`src/rtl/receptor_teclado_pkg.sv`:
```
// receptor_teclado_pkg
//   Shared definitions for the keypad receiver: default widths, FSM state
//   encoding and a constant clog2 helper used to size counters and pointers.
package receptor_teclado_pkg;

  localparam int ANCHO_DEF       = 5;
  localparam int MIN_ESTABLE_DEF = 4;
  localparam int PROFUNDIDAD_DEF = 4;

  // Stability counter width; covers the full 1..63 range of MIN_ESTABLE.
  localparam int CNT_W = 6;

  typedef enum logic [1:0] {
    ESPERA    = 2'd0,
    CONTANDO  = 2'd1,
    CAPTURADA = 2'd2
  } estado_t;

  function automatic int clog2(input int n);
    int r;
    r = 0;
    while ((1 << r) < n) r++;
    return r;
  endfunction

endpackage

```
`src/rtl/receptor_teclado_fifo_teclas.sv`:
```
// fifo_teclas
//   First-word-fall-through FIFO for captured key codes. The head entry is
//   visible on o_dato whenever the FIFO holds data (0 otherwise).
//   Ports:
//     clk, reset_L   system clock, async active-low reset
//     i_push, i_dato write request and code
//     i_pop          consumer ready; pops only when not empty
//     o_dato         head code (0 when empty)
//     o_valido       FIFO not empty
//     o_ocupacion    entry count
//     o_desborde     sticky: a write was dropped because the FIFO was full
module fifo_teclas
  import receptor_teclado_pkg::*;
#(
  parameter int ANCHO       = ANCHO_DEF,
  parameter int PROFUNDIDAD = PROFUNDIDAD_DEF
) (
  input  logic                          clk,
  input  logic                          reset_L,
  input  logic                          i_push,
  input  logic [ANCHO-1:0]              i_dato,
  input  logic                          i_pop,
  output logic [ANCHO-1:0]              o_dato,
  output logic                          o_valido,
  output logic [clog2(PROFUNDIDAD):0]   o_ocupacion,
  output logic                          o_desborde
);

  localparam int PW = clog2(PROFUNDIDAD);
  localparam logic [PW:0] LLENO = (PW+1)'(PROFUNDIDAD);

  logic [ANCHO-1:0] r_mem [PROFUNDIDAD];
  logic [PW-1:0]    r_rd;
  logic [PW-1:0]    r_wr;
  logic [PW:0]      r_ocup;
  logic             r_desborde;

  logic w_vacio;
  logic w_lleno;
  logic w_pop;
  logic w_push;

  assign w_vacio = (r_ocup == '0);
  assign w_lleno = (r_ocup == LLENO);
  assign w_pop   = i_pop && !w_vacio;
  // When full, a same-cycle pop frees the slot being written (r_wr == r_rd).
  assign w_push  = i_push && (!w_lleno || w_pop);

  always_ff @(posedge clk or negedge reset_L) begin
    if (!reset_L) begin
      r_rd       <= '0;
      r_wr       <= '0;
      r_ocup     <= '0;
      r_desborde <= 1'b0;
    end else begin
      if (w_pop)  r_rd <= r_rd + PW'(1);
      if (w_push) r_wr <= r_wr + PW'(1);
      case ({w_push, w_pop})
        2'b10:   r_ocup <= r_ocup + (PW+1)'(1);
        2'b01:   r_ocup <= r_ocup - (PW+1)'(1);
        default: r_ocup <= r_ocup;
      endcase
      if (i_push && !w_push) r_desborde <= 1'b1;
    end
  end

  // Storage needs no reset; the output is gated while empty.
  always_ff @(posedge clk) begin
    if (w_push) r_mem[r_wr] <= i_dato;
  end

  assign o_dato      = w_vacio ? '0 : r_mem[r_rd];
  assign o_valido    = !w_vacio;
  assign o_ocupacion = r_ocup;
  assign o_desborde  = r_desborde;

endmodule

```
`src/rtl/receptor_teclado.sv`:
```
// receptor_teclado
//   Receives the asynchronous keypad bus (teclas/valido), synchronises it,
//   accepts a press once the same code has been seen on MIN_ESTABLE
//   consecutive synchronised samples, and queues exactly one code per press.
//
//   state     | meaning
//   ESPERA    | no key held; waiting for valido_s
//   CONTANDO  | key held; counting consecutive samples of the same code
//   CAPTURADA | press already queued; waiting for release
//
//   Ports:
//     clk, reset_L   system clock, async active-low reset
//     teclas, valido raw keypad bus (teclas is don't-care while valido=0)
//     dato           FIFO head code (0 when empty)
//     dato_valido    FIFO not empty
//     listo          consumer ready; pop on dato_valido && listo
//     ocupacion      FIFO entry count
//     desborde       sticky overflow flag
module receptor_teclado
  import receptor_teclado_pkg::*;
#(
  parameter int ANCHO       = ANCHO_DEF,
  parameter int MIN_ESTABLE = MIN_ESTABLE_DEF,
  parameter int PROFUNDIDAD = PROFUNDIDAD_DEF
) (
  input  logic                         clk,
  input  logic                         reset_L,
  input  logic [ANCHO-1:0]             teclas,
  input  logic                         valido,
  output logic [ANCHO-1:0]             dato,
  output logic                         dato_valido,
  input  logic                         listo,
  output logic [clog2(PROFUNDIDAD):0]  ocupacion,
  output logic                         desborde
);

  localparam logic [CNT_W-1:0] MIN_CNT = CNT_W'(MIN_ESTABLE);

  logic             r_valido_m;
  logic             r_valido_s;
  logic [ANCHO-1:0] r_teclas_m;
  logic [ANCHO-1:0] r_teclas_s;

  estado_t          r_estado;
  logic [ANCHO-1:0] r_cod;
  logic [CNT_W-1:0] r_cnt;

  logic             w_mismo;
  logic [CNT_W-1:0] w_cnt_sig;
  logic             w_push;
  logic [ANCHO-1:0] w_dato_push;

  always_ff @(posedge clk or negedge reset_L) begin
    if (!reset_L) begin
      r_valido_m <= 1'b0;
      r_valido_s <= 1'b0;
      r_teclas_m <= '0;
      r_teclas_s <= '0;
    end else begin
      r_valido_m <= valido;
      r_valido_s <= r_valido_m;
      r_teclas_m <= teclas;
      r_teclas_s <= r_teclas_m;
    end
  end

  assign w_mismo   = (r_teclas_s == r_cod);
  assign w_cnt_sig = (r_cnt == '1) ? r_cnt : r_cnt + CNT_W'(1);

  // Write strobe decoded from the current state and synchronised inputs.
  // valido_s is tested first so a don't-care code never qualifies a write.
  always_comb begin
    w_push      = 1'b0;
    w_dato_push = r_cod;
    case (r_estado)
      ESPERA: begin
        w_push      = r_valido_s && (MIN_ESTABLE == 1);
        w_dato_push = r_teclas_s;
      end
      CONTANDO: begin
        if (r_valido_s && w_mismo && (w_cnt_sig == MIN_CNT)) w_push = 1'b1;
      end
      default: w_push = 1'b0;
    endcase
  end

  always_ff @(posedge clk or negedge reset_L) begin
    if (!reset_L) begin
      r_estado <= ESPERA;
      r_cod    <= '0;
      r_cnt    <= '0;
    end else begin
      case (r_estado)
        ESPERA: begin
          if (r_valido_s) begin
            r_cod    <= r_teclas_s;
            r_cnt    <= CNT_W'(1);
            r_estado <= (MIN_ESTABLE == 1) ? CAPTURADA : CONTANDO;
          end
        end
        CONTANDO: begin
          if (!r_valido_s) begin
            r_cnt    <= '0;
            r_estado <= ESPERA;
          end else if (!w_mismo) begin
            r_cod <= r_teclas_s;
            r_cnt <= CNT_W'(1);
          end else if (w_cnt_sig == MIN_CNT) begin
            r_estado <= CAPTURADA;
          end else begin
            r_cnt <= w_cnt_sig;
          end
        end
        CAPTURADA: begin
          if (!r_valido_s) begin
            r_cnt    <= '0;
            r_estado <= ESPERA;
          end
        end
        default: r_estado <= ESPERA;
      endcase
    end
  end

  fifo_teclas #(
    .ANCHO       (ANCHO),
    .PROFUNDIDAD (PROFUNDIDAD)
  ) u_fifo (
    .clk         (clk),
    .reset_L     (reset_L),
    .i_push      (w_push),
    .i_dato      (w_dato_push),
    .i_pop       (listo),
    .o_dato      (dato),
    .o_valido    (dato_valido),
    .o_ocupacion (ocupacion),
    .o_desborde  (desborde)
  );

endmodule

```
`config.mk`:
```
export PLATFORM = sky130hd
export DESIGN_NAME = receptor_teclado
export DESIGN_NICKNAME = d
export VERILOG_FILES = /design/src/rtl/receptor_teclado_pkg.sv /design/src/rtl/receptor_teclado_fifo_teclas.sv /design/src/rtl/receptor_teclado.sv
export SDC_FILE = /design/constraint.sdc
export NUM_CORES = 1
export LEC_CHECK = 0
export BUFFER_PORTS_ARGS = -buffer_cell sky130_fd_sc_hd__buf_4
export CORE_ASPECT_RATIO = 0.7
export CORE_UTILIZATION = 28
export CTS_CLUSTER_SIZE = 28
export DETAILED_ROUTE_END_ITERATION = 16
export GPL_ROUTABILITY_DRIVEN = 0
export GPL_TIMING_DRIVEN = 0
export SYNTH_ARGS = -nofsm -noshare
export SYNTH_HDL_FRONTEND = slang
export SYNTH_SLANG_ARGS = --single-unit
export TNS_END_PERCENT = 100
```
`constraint.sdc`:
```
create_clock -name clk -period 3.2 [get_ports clk]
set_input_delay 0.8 -clock clk [delete_from_list [all_inputs] [get_ports clk]]
set_output_delay 0.8 -clock clk [all_outputs]
set_load 0.02 [all_outputs]
```
Yosys cells after proc, flatten, opt, wreduce, memory -nomap -nowiden --
Memory sizes are Yosys's and may differ from the RTL's. Cells that the tools add are included.
Storage, ports and cells: flip-flop bits (word level) 33, RAM bits 20, output and inout bits 10, memories kept 1
Memories:
- u_fifo.r_mem | words 4, bits a word 5, read ports 1, clocked after Yosys merged registers in 0, wr ports 1, line receptor_teclado_fifo_teclas.sv:32 | logic [ANCHO-1:0] r_mem [PROFUNDIDAD];
Cells by class: add/sub/neg operators 5, equal/unequal tests 15, mux-type cells 24, reductions and logical operators 17
Operator list (count):
- two-way mux 6 bit | 6
- two-way mux 5 bit | 5
- case mux 6 bit (3 select lines) | 1
- AND reduction 4 bit | 3
- two-way mux 2 bit | 5
- case mux 5 bit (2 select lines) | 1
- != test 2 bit (second input constant) | 4
- adder 6 x 1 -> 6 bit (second input constant) | 1
- equality test 6 x 3 -> 1 bit (second input constant) | 1
- equality test 6 bit (second input constant) | 1
- != test 3 bit (second input constant) | 2
- case mux 2 bit (3 select lines) | 1
- case mux 3 bit (2 select lines) | 1
- equality test 5 bit | 1
- logical AND 1 bit | 5
- adder 2 x 1 -> 2 bit (second input constant) | 2
- equality test 2 x 1 -> 1 bit (second input constant) | 2
- equality test 2 bit (second input constant) | 2
- two-way mux 1 bit | 4
- != test 4 bit (second input constant) | 1
- nonzero test 2 bit | 2
- adder 3 x 1 -> 3 bit (second input constant) | 1
- equality test 3 bit (second input constant) | 1
- zero test 1 bit | 3
- 5 further kinds | 5

Longest topological paths before layout --
Gate-level depths: netlist of run 1.
depth in word-level cells 9, mapped depth 14, mapped depth without buffers 13

Cells and area by module --
Synthesis of run 1 repeated with hierarchy kept, for this count alone.
Unflattened totals: cells, all modules 184, area total of the unflattened synthesis 2468.6 um^2
By module, submodules not included:
- receptor_teclado | instances 1, cells each 112, area an instance 1238.7 um^2, seq. area each 625.6 um^2
- fifo_teclas | instances 1, cells each 72, area an instance 1229.9 um^2, seq. area each 800.8 um^2

Worst setup path after synthesis of run 1 --
OpenSTA, ideal clock, no wires.
kind reg2reg, start reg r_estado[1], end reg u_fifo.r_ocup[2] (netlist: u_fifo.o_ocupacion[2]), setup time 0.132 ns, arrival 2.453 ns, data required time 3.068 ns, path slack 0.616 ns, stages on the path, launching flop included 15, path buffers 1, clock period less this slack 2.584 ns, path through dfrtp_1 -> inv_1 -> ha_1 -> and2_1 -> buf_2 -> nand4_1 -> a2111oi_4 -> and2b_4 -> inv_1 -> ha_1 -> inv_1 -> fa_1 -> xor2_1 -> nor2_1 -> xor2_1
On the way: word-level cells in the longest chain between the ends 5, elaborated cells between the ends (all ways) 7
RTL lines:
- start: declaration | line receptor_teclado.sv:44 | estado_t r_estado;
- start signal: assignment | line receptor_teclado.sv:98 | r_estado <= (MIN_ESTABLE == 1) ? CAPTURADA : CONTANDO;
- equality test 2 x 1 -> 1 bit (*) | line receptor_teclado.sv:75 | case (r_estado)
- two-way mux 1 bit (*) | line receptor_teclado.sv:75
- logical AND 1 bit (*) | line receptor_teclado_fifo_teclas.sv:47 | assign w_push = i_push && (!w_lleno || w_pop);
- equality test 2 x 1 -> 1 bit or equality test 2 bit (tied branches) | line receptor_teclado_fifo_teclas.sv:58 | case ({w_push, w_pop})
- case mux 3 bit (2 select lines) or nonzero test 2 bit (tied branches)
- end signal: assignment | line receptor_teclado_fifo_teclas.sv:59 | 2'b10: r_ocup <= r_ocup + (PW+1)'(1);
- end signal: assignment | line receptor_teclado_fifo_teclas.sv:60 | 2'b01: r_ocup <= r_ocup - (PW+1)'(1);
- end signal: assignment | line receptor_teclado_fifo_teclas.sv:61 | default: r_ocup <= r_ocup;
- end: declaration | line receptor_teclado_fifo_teclas.sv:35 | logic [PW:0] r_ocup;
Mark *: on every way between the ends. The rest lies on a longest branch, timed or not. A chain may end at the register's enable or synchronous reset.

Worst setup path in the final report of run 1 --
Ends and elaborated chain as after synthesis.

==> results.md, run 1 <==
* Final period util at 0.9175
* Fin nets at 235
* FF+latch count, synth at 53
* IO Pins at 19
* GR Util met1 at 0.1574
* Worst-margin pin slew at 0.5420 ns
* Cell count after synthesis at 190
* Vias in the first global route at 1,457
* WHS Path Cells at 0
* Row cnt at 28
* Hold-fix buffers, CTS at 0
* Syn Nets at 210
* Clock Tree Root: clkbuf_16
* DRT Wirelength at 4412 um
* Syn avg cell area at 13.30 um2
* Initial Util at 0.2933
* Hold Fails Final Rpt at 0
* Post CTS Setup Buffer Count at 0
* Max Freq at 0.3406 GHz
* TritonCTS clock tree: built
* P&R area growth vs syn at 18.12%
* Sequential share of the synthesized area at 0.5644
* Gr ovfl total at 0
* H-tree levels at 2
* RR Startpoint: r_estado[1]
* Post-DP Area at 2813 um2
* Status: finished, final reports clean
* Worst reg-to-reg path cell count at 14
* Worst Hold Path EP: r_teclas_s[4]
* Clock buffer depth at 2
* Library cells used by synthesis at 49
* Req. time, crit path at 3.38 ns
* Share of layout cells above drive strength 1 at 0.2685
* Die area at 9417 um2
* Worst Hold Launch: r_teclas_m[4]
* WP data arrival at 3.11 ns
* Most frequent cells in the layout: dfrtp_1, edfxtp_1, buf_4
* Clock Skew at 0.002045 ns
* Wire length per cell at 13.13 um
* Leak at 1.184 nW
* Netlist Area Pre-Place at 2527 um2
* Slew Viols, Final at 0
* IR drop worst, VDD at 274.7 uV
* 1st-pass router iterations at 4
* Core ar. at 8618 um2
* Commonest non-fill, non-tap cell in the layout: dfrtp_1
* CP Class: reg2reg
* Port bufs at 18
* Clk sinks at 53
* Total negative slack at 0 ns
* Gr usage total at 0.1062
* Reg clk slew, reported paths at 0.07 ns
* Final min period at 2.936 ns
* Synth warn at 0
* Clk_lat worst skew at 0.29 ns
* First-pass GRT wire length at 7417 um
* Pin count of the biggest net entering global routing at 34
* DIE WIDTH at 115.6 um
* Antenna diodes at 0
* Placed insts at 328
* Worst min path class: reg2reg
* # resized after CTS at 0
* Most Crowded Layer GR: met1
* Met2 Use GR at 0.1437
* Post-route ant nets at 0
* Crit start category: flip-flop
* RSZ-0062 raised after global routing: false
* Vias per cell at 4.527
* Via count at 1,521
* Worst slew margin relative to its limit at 0.6294
* Pwr dens at 769.0 nW/um2
* Worst R2R End: u_fifo.o_ocupacion[2]
* R2r setup slk at 0.26 ns
* Initial antenna violation count at 0
* Die height at 81.49 um
* Final Cell Area at 2985 um2
* Type of element capturing the critical path: flip-flop
* Num CTS Buffers at 5
* Layout Cells excl Fill at 336
* Worst Path Max Fanout at 7
* Max-cap violations at 0
* M3 GR Usage at 0.03838
* Final setup fails at 0
* Starting DRC count in detailed routing at 94
* Hpwl dp at 3233 um
* Fillers at 868
* DRC viols at 0
## layer usage
layer | part of all wire | vias up
met4 | 0.0059 | 0
met1 | 0.54 | 752
met3 | 0.048 | 4
met5 | 0 | -
li1 | - | 734
met2 | 0.40 | 31
## metrics by stage
stage | utilization | total power [mW] | hold slack, ns | setup WS [ns]
floorplan | - | 1.458 | 0.3312 | 0.6157
global placement | 0.3264 | 1.687 | 0.3317 | 0.3289
detailed placement | 0.3264 | 1.699 | 0.3347 | 0.2721
CTS | 0.3464 | 2.336 | 0.3515 | 0.2462
global route | 0.3464 | 2.448 | 0.3608 | 0.02332
finish | 0.3464 | 2.296 | 0.3491 | 0.2640
## synthesized netlist by cell type, drive strengths merged
cell      n  area [um2]
ha       10       125.1
nand4     5       31.28
buf       4       25.02
a211o     1       8.760
mux2     11       127.6
xor2      4       35.03
mux2i     2       20.02
nor2b     1       6.260
a2111oi   2       36.29
nand2    11       41.29
dfrtp    33       825.8
a21o      1       8.760
o211ai    1       7.510
a2bb2oi   2       17.52
and4      1       10.01
o31ai     1       7.510
nand3b    1       7.510
inv      10       37.54
and2b     2       17.52
and3b     1       12.51
o21ai     1       8.760
a31oi     2       12.51
a2111o    1       11.26
nor2      9       33.78
fa        1       20.02
or4       1       7.510
a21oi     7       35.03
nor4b     1       8.760
or3       2       12.51
o22ai     2       12.51
o311a     1       10.01
nor4      1       6.260
nor3b     1       7.510
clkbuf    3       21.27
nand3     7       40.04
edfxtp   20       600.6
mux4      5       112.6
nand2b    1       6.260
xnor2     8       70.07
and2     11       73.82
and3      1       7.510
## sequential cells by signal, indices dropped and copies added (netlist names)
signal	cells
r_estado	2
u_fifo.r_wr	2
u_fifo.o_ocupacion	3
r_cnt	6
r_valido_m	1
u_fifo.r_mem	20
u_fifo.o_desborde	1
r_valido_s	1
r_teclas_s	5
r_cod	5
u_fifo.r_rd	2
r_teclas_m	5
## where the power goes
part / switching (mW) / internal (mW) / leakage, nW / total [mW]
combinational: 0.418 / 0.358 / 0.520 / 0.776
sequential: 0.0708 / 0.824 / 0.579 / 0.895
clock: 0.250 / 0.375 / 0.0848 / 0.625
## logic make-up (layout without fill, tap and decap cells)
kind of cell / Yosys count / in the layout / share of synthesized area
adder cells (fa/ha/maj): 11 / 11 / 0.05743
multiplexers: 18 / 18 / 0.1030
flip-flops: 53 / 53 / 0.5644
buffers and inverters: 17 / 43 / 0.03317
XOR/XNOR: 12 / 12 / 0.04158
AO/OA/AOI/OAI: 22 / 22 / 0.06981
AND/OR/NAND/NOR: 57 / 57 / 0.1307
## cell type report
type | instances | area [um2] | area share
Buffer | 7 | 46.29 | 0.01551
Clock buffer | 5 | 125.1 | 0.04191
Clock inverter | 3 | 47.55 | 0.01593
Inverter | 10 | 37.54 | 0.01257
Multi-Input combinational cell | 120 | 1017 | 0.3407
Sequential cell | 53 | 1426 | 0.4778
Tap cell | 120 | 150.1 | 0.05029
Timing Repair Buffer | 18 | 135.1 | 0.04526
## worst max-delay path, cell delays in order (launching register included)
cell and delay [ns]:
dfrtp_1 0.44, inv_1 0.10, ha_1 0.26, and2_1 0.15, buf_2 0.18, nand4_1 0.16, a2111oi_4 0.38, and2b_4 0.28
inv_1 0.06, ha_1 0.21, inv_1 0.07, fa_1 0.17, xor2_1 0.15, nor2_1 0.06, xor2_1 0.13
## worst max path at each step
stage	startpoint	to	cells after the start
detailed placement	r_estado[1]	u_fifo.o_ocupacion[2]	14
floorplan	r_estado[1]	u_fifo.o_ocupacion[2]	14
global placement	r_estado[1]	u_fifo.o_ocupacion[2]	14
global route	r_estado[1]	u_fifo.o_ocupacion[2]	14
finish	r_estado[1]	u_fifo.o_ocupacion[2]	14
CTS	r_estado[1]	u_fifo.o_ocupacion[2]	14
Note: power is estimated with default switching activity, not from simulation.
==> run 2: changes to the inputs <==
REMOVE_ABC_BUFFERS = 1   (was unset)
==> run 2 against run 1 <==
  * Flip-flop and latch count unchanged
  * Combinational power decreased by 5.7%
  * Critical path depth is 1 lower
  * Setup slack got worse by 0.036 ns
  * Design area is 2.3% lower
  * Global-route usage up 0.25 points
  * Utilization down 0.80 points
  * First-iteration DRC count decreased by 44%
  * Non-clock buffer count is 7 lower
  * Power decreased by 3.7%
  * Die area stayed put
  * Hold slack improved by 0.00060 ns
  * Largest power group unchanged
  * Highest routed layer unchanged
==> results.md, run 2 (synthesis results as in run 1) <==
* Final period util at 0.9286 (+0.01112)
* Largest reg by FF count: u_fifo.r_mem
* Max Freq at 0.3365 GHz (-1.2%)
* Type of element capturing the critical path: flip-flop
* Gr ovfl total at 0 (unchanged)
* DRT Wirelength at 4574 um (+3.7%)
* Worst slew margin relative to its limit at 0.4485 (-0.1809)
* Final setup fails at 0 (unchanged)
* Wire length per cell at 13.90 um (+5.9%)
* DRC viols at 0 (unchanged)
* Num CTS Buffers at 5 (unchanged)
* Number of flip-flops in the largest register at 20 (unchanged)
* Post-route ant nets at 0 (unchanged)
* Clock buffer depth at 2 (unchanged)
* Post CTS Setup Buffer Count at 0 (unchanged)
* Most frequent cells in the layout: dfrtp_1, edfxtp_1, buf_4
* Crit start category: flip-flop
* CP Class: reg2reg
* WHS at 0.3497 ns (+0.0005980 ns)
* Die area at 9417 um2 (unchanged)
* Fin nets at 228 (-3.0%)
* Clk_lat worst skew at 0.29 ns (about the same)
* Leak at 1.144 nW (-3.3%)
* Post-DP Area at 2766 um2 (-1.6%)
* Clk sinks at 53 (unchanged)
* Vias in the first global route at 1,517 (+4.1%)
* TritonCTS clock tree: built
* Power Total at 2.210 mW (-3.7%)
* WP data arrival at 3.15 ns (+0.04 ns)
* Starting DRC count in detailed routing at 53 (-44%)
* RSZ-0062 raised after global routing: false
* Reg clk slew, reported paths at 0.07 ns (about the same)
* Clock Skew at 0.003886 ns (+0.001841 ns)
* Worst-margin pin slew at 0.8065 ns (+0.2645 ns)
* Core ar. at 8618 um2 (unchanged)
* Total negative slack at 0 ns (unchanged)
* Slowest-stage cell, CP: dfrtp_1
* RR Startpoint: r_estado[1]
* Worst Hold Launch: r_teclas_m[1]
* Worst Path Max Fanout at 7 (unchanged)
* Pin count of the biggest net entering global routing at 34 (unchanged)
* Biggest regs: u_fifo.r_mem x20, r_cnt x6
* Cell Chain, Critical Path: inv_1, ha_1, and2_1, nand4_1, a2111oi_4, and2b_4, inv_1, ha_1, inv_1, fa_1, xor2_1, nor2_1, xor2_1
* Final min period at 2.972 ns (+0.03559 ns)
* Req. time, crit path at 3.38 ns (about the same)
* Slew Viols, Final at 0 (unchanged)
* Final Cell Area at 2917 um2 (-2.3%)
* Share of layout cells above drive strength 1 at 0.2584 (-0.01015)
* Initial antenna violation count at 0 (unchanged)
* IO Pins at 19 (unchanged)
* Hold-fix buffers, CTS at 0 (unchanged)
* Antenna diodes at 0 (unchanged)
* First-pass GRT wire length at 7548 um (+1.8%)
* P&R area growth vs syn at 15.40%
* Clock Tree Root: clkbuf_16
* Via count at 1,456 (-4.3%)
* Max-cap violations at 0 (unchanged)
* Initial Util at 0.2933 (unchanged)
* Row cnt at 28 (unchanged)
* Worst reg-to-reg path cell count at 13 (-1)
* Pwr dens at 757.7 nW/um2 (-1.5%)
* WHS Path Cells at 0 (unchanged)
* IR drop worst, VDD at 218.3 uV (-21%)
* 1st-pass router iterations at 4 (unchanged)
* # resized after CTS at 0 (unchanged)
* Worst min path class: reg2reg
* Vias per cell at 4.426 (-2.2%)
* CP max stage delay at 0.43 ns (about the same)
* Hold Fails Final Rpt at 0 (unchanged)
* H-tree levels at 2 (unchanged)
* Commonest non-fill, non-tap cell in the layout: dfrtp_1
* Die height at 81.49 um (unchanged)
* Hpwl dp at 3339 um (+3.3%)
* Port bufs at 18 (unchanged)
* DIE WIDTH at 115.6 um (unchanged)
* CP dominant cell by count: inv_1
* Status: finished, final reports clean
* Crit. Startpoint: r_estado[1]
* Gr usage total at 0.1087 (+0.002512)
==> run 2: final timing paths <==
path,end,slack (ns)
worst min-delay path,r_teclas_s[1],0.35
max in group asynchronous,r_teclas_s[0],2.44
worst max register to register,u_fifo.o_ocupacion[2],0.23
worst max-delay path,u_fifo.o_ocupacion[2],0.23
min in group asynchronous,r_cnt[1],0.44
worst min register to register,r_teclas_s[1],0.35
==> run 2: critical path: cells and delay by family (launching register included) <==
kind	cells	cell delay [ns]
and+or+nand+nor	4	0.86
adders and majority gates	3	0.68
DFF	1	0.43
AOI/OAI and AO/OA	1	0.39
xor gates and xnor gates	2	0.29
buffers and inverters	3	0.22
==> run 2: power breakdown <==
group	switching [mW]	internal [mW]	leakage (nW)	total (mW)
Clock	0.247	0.294	0.0704	0.541
Sequential	0.113	0.824	0.579	0.937
Combinational	0.383	0.349	0.495	0.732
==> run 2: area by class of cell <==
class                           instances  area, um2
Clock inverter                          3      25.02
Clock buffer                            5      125.1
Tap cell                              120      150.1
Multi-Input combinational cell        120       1017
Timing Repair Buffer                   18      135.1
Fill cell                             885       5702
Sequential cell                        53       1426
Inverter                               10      37.54
==> run 2: metal layers <==
layer / track usage / part of all wire / vias to the layer above
met5: 0 / 0 / -
met4: 0.04156 / 0.012 / 0
met3: 0.02952 / 0.028 / 4
met2: 0.1575 / 0.42 / 18
met1: 0.1541 / 0.54 / 712
li1: - / - / 722
==> run 2: metrics by stage <==
step,utilization,instances,setup slack [ns]
floorplan,-,183,0.6272
global placement,0.3210,321,0.2613
detailed placement,0.3210,321,0.2409
CTS,0.3384,329,0.2280
global route,0.3384,329,0.01791
finish,0.3384,329,0.2284
==> run 3: changes to the inputs <==
BUFFER_PORTS_ARGS = unset   (was -buffer_cell sky130_fd_sc_hd__buf_4)
DONT_BUFFER_PORTS = 1   (was unset)
==> run 3 against run 2 <==
  * Critical path depth did not move
  * Register-to-register slack barely moved
  * Sequential share of layout area rose by 2.4 points
  * Setup slack got worse by 0.0042 ns
  * Via count fell by 4.8%
  * Flip-flop and latch count did not move
  * Combinational power fell by 19%
  * Design area fell by 4.6%
  * Clock skew rose by 0.0027 ns
  * Hold slack got worse by 0.15 ns
  * Critical endpoint unchanged
  * Largest cell class unchanged
  * Largest power group unchanged
  * Highest routed layer unchanged
==> results.md, run 3 (synthesis results as in run 1) <==
* Slowest-stage cell, CP: dfrtp_1
* CP max stage delay at 0.42 ns (about the same)
* Total negative slack at 0 ns (unchanged)
* Pin count of the biggest net entering global routing at 34 (unchanged)
* WP buf/inv at 3 (unchanged)
* Row cnt at 28 (unchanged)
* Via count at 1,386 (-4.8%)
* Clock Tree Root: clkbuf_16
* 1st-pass router iterations at 4 (unchanged)
* IR drop worst, VDD at 232.4 uV (+6.5%)
* P&R area growth vs syn at 10.05%
* Max-cap violations at 0 (unchanged)
* Hpwl dp at 3308 um (-0.94%)
* Leak at 1.057 nW (-7.6%)
* Clk_lat worst skew at 0.29 ns (about the same)
* Clock buffer depth at 2 (unchanged)
* # resized after CTS at 0 (unchanged)
* Final Cell Area at 2781 um2 (-4.6%)
* Placed insts at 303 (-5.6%)
* Die area at 9417 um2 (unchanged)
* Worst slack, placed at 0.2411 ns (+0.0001430 ns)
* Initial antenna violation count at 0 (unchanged)
* Reg clk slew, reported paths at 0.07 ns (about the same)
* Layout Cells excl Fill at 311 (-5.5%)
* Largest reg by FF count: u_fifo.r_mem
* CP dominant cell by count: inv_1
* Die height at 81.49 um (unchanged)
* Commonest non-fill, non-tap cell in the layout: dfrtp_1
* WP depth at 13 (unchanged)
* Initial Util at 0.2933 (unchanged)
* DRT Wirelength at 4486 um (-1.9%)
* WP data arrival at 3.14 ns (about the same)
* IO Pins at 19 (unchanged)
* Num CTS Buffers at 5 (unchanged)
* RSZ-0062 raised after global routing: false
* Biggest regs: u_fifo.r_mem x20, r_cnt x6
* Final period util at 0.9300 (+0.001324)
* Final setup fails at 0 (unchanged)
* Gr ovfl total at 0 (unchanged)
* Type of element capturing the critical path: flip-flop
* Req. time, crit path at 3.36 ns (-0.02 ns)
* Worst reg-to-reg path cell count at 13 (unchanged)
* Number of flip-flops in the largest register at 20 (unchanged)
* Core ar. at 8618 um2 (unchanged)
* Critical Path End: u_fifo.o_ocupacion[2]
* Cell Chain, Critical Path: inv_1, ha_1, and2_1, nand4_1, a2111oi_4, and2b_4, inv_1, ha_1, inv_1, fa_1, xor2_1, nor2_1, xor2_1
* H-tree levels at 2 (unchanged)
* DIE WIDTH at 115.6 um (unchanged)
* R2r setup slk at 0.22 ns (about the same)
* Hold-fix buffers, CTS at 0 (unchanged)
* Finished Core Util at 0.3227 (-0.01568)
* Worst min path class: in2async
* Vias in the first global route at 1,441 (-5.0%)
* Slew Viols, Final at 0 (unchanged)
* Post-route ant nets at 0 (unchanged)
* Max Freq at 0.3360 GHz (-0.14%)
* CP Class: reg2reg
* Worst-margin pin slew at 0.6130 ns (-0.1934 ns)
* RR Startpoint: r_estado[1]
* Final WS setup at 0.2241 ns (-0.004238 ns)
* Clock Skew at 0.006631 ns (+0.002745 ns)
* Gr usage total at 0.1117 (+0.002961)
* Most frequent cells in the layout: dfrtp_1, edfxtp_1, nand2_1
* Pwr dens at 754.0 nW/um2 (-0.50%)
* Worst Path Max Fanout at 7 (unchanged)
* Clk sinks at 53 (unchanged)
* Post CTS Setup Buffer Count at 0 (unchanged)
* Worst slew margin relative to its limit at 0.5913 (+0.1429)
* Status: finished, final reports clean
* Final min period at 2.976 ns (+0.004238 ns)
* Starting DRC count in detailed routing at 36 (-32%)
* TritonCTS clock tree: built
* Crit. Startpoint: r_estado[1]
* Share of layout cells above drive strength 1 at 0.1885 (-0.06989)
* Fillers at 874 (-1.2%)
* Worst R2R End: u_fifo.o_ocupacion[2]
* Port bufs at 0 (-18)
* Wire length per cell at 14.42 um (+3.8%)
* Vias per cell at 4.457 (+0.70%)
* First-pass GRT wire length at 7762 um (+2.8%)
* Post-DP Area at 2631 um2 (-4.9%)
* Hold Fails Final Rpt at 0 (unchanged)
* Crit-path leading delay family: simple AND/OR/NAND/NOR gates
* Antenna diodes at 0 (unchanged)
* Crit start category: flip-flop
* Fin nets at 210 (-7.9%)
* DRC viols at 0 (unchanged)
[run 3: through the flow]
stage                     power [mW]  hold slack [ns]
final                          2.097           0.1991
after global routing           2.235           0.1820
after CTS                      2.123           0.1906
after detailed placement       1.577           0.3355
after global placement         1.560           0.3362
after floorplan                1.444           0.3312
[run 3: where the power goes]
group          internal, mW  switching, mW  leakage (nW)
sequential            0.824          0.142         0.579
clock                 0.294          0.242        0.0704
combinational         0.265          0.331         0.408
[run 3: area by class of cell]
| type | instances | area (um2) | area share |
|---|---|---|---|
| Sequential cell | 53 | 1426 | 0.5128 |
| Multi-Input combinational cell | 120 | 1017 | 0.3657 |
| Tap cell | 120 | 150.1 | 0.05398 |
| Clock buffer | 5 | 125.1 | 0.04498 |
| Inverter | 10 | 37.54 | 0.01350 |
| Clock inverter | 3 | 25.02 | 0.008997 |
[run 3: worst register-to-register path, delay by kind of cell, from the launching register on]
kind / cells / cell delay [ns]
buffers and inverters: 3 / 0.21
xor gates and xnor gates: 2 / 0.29
AOI/OAI and AO/OA: 1 / 0.40
adders and majority gates: 3 / 0.65
and+or+nand+nor: 4 / 0.86
DFF: 1 / 0.42
[run 3: worst min path at each step]
stage | to | from
floorplan | r_teclas_s[0] | r_teclas_m[0]
global placement | r_teclas_s[4] | r_teclas_m[4]
detailed placement | r_valido_s | r_valido_m
CTS | r_cnt[4] | reset_L
global route | r_cnt[3] | reset_L
finish | r_valido_s | reset_L
[run 3: per-layer routing]
layer | vias to the layer above | GRT usage | share of wire | routed length [um]
met4 | 0 | 0.03896 | 0.013 | 58
met1 | 662 | 0.1631 | 0.53 | 2390
li1 | 688 | - | - | -
met5 | - | 0 | 0 | 0
met2 | 31 | 0.1557 | 0.40 | 1797
met3 | 5 | 0.03247 | 0.053 | 240
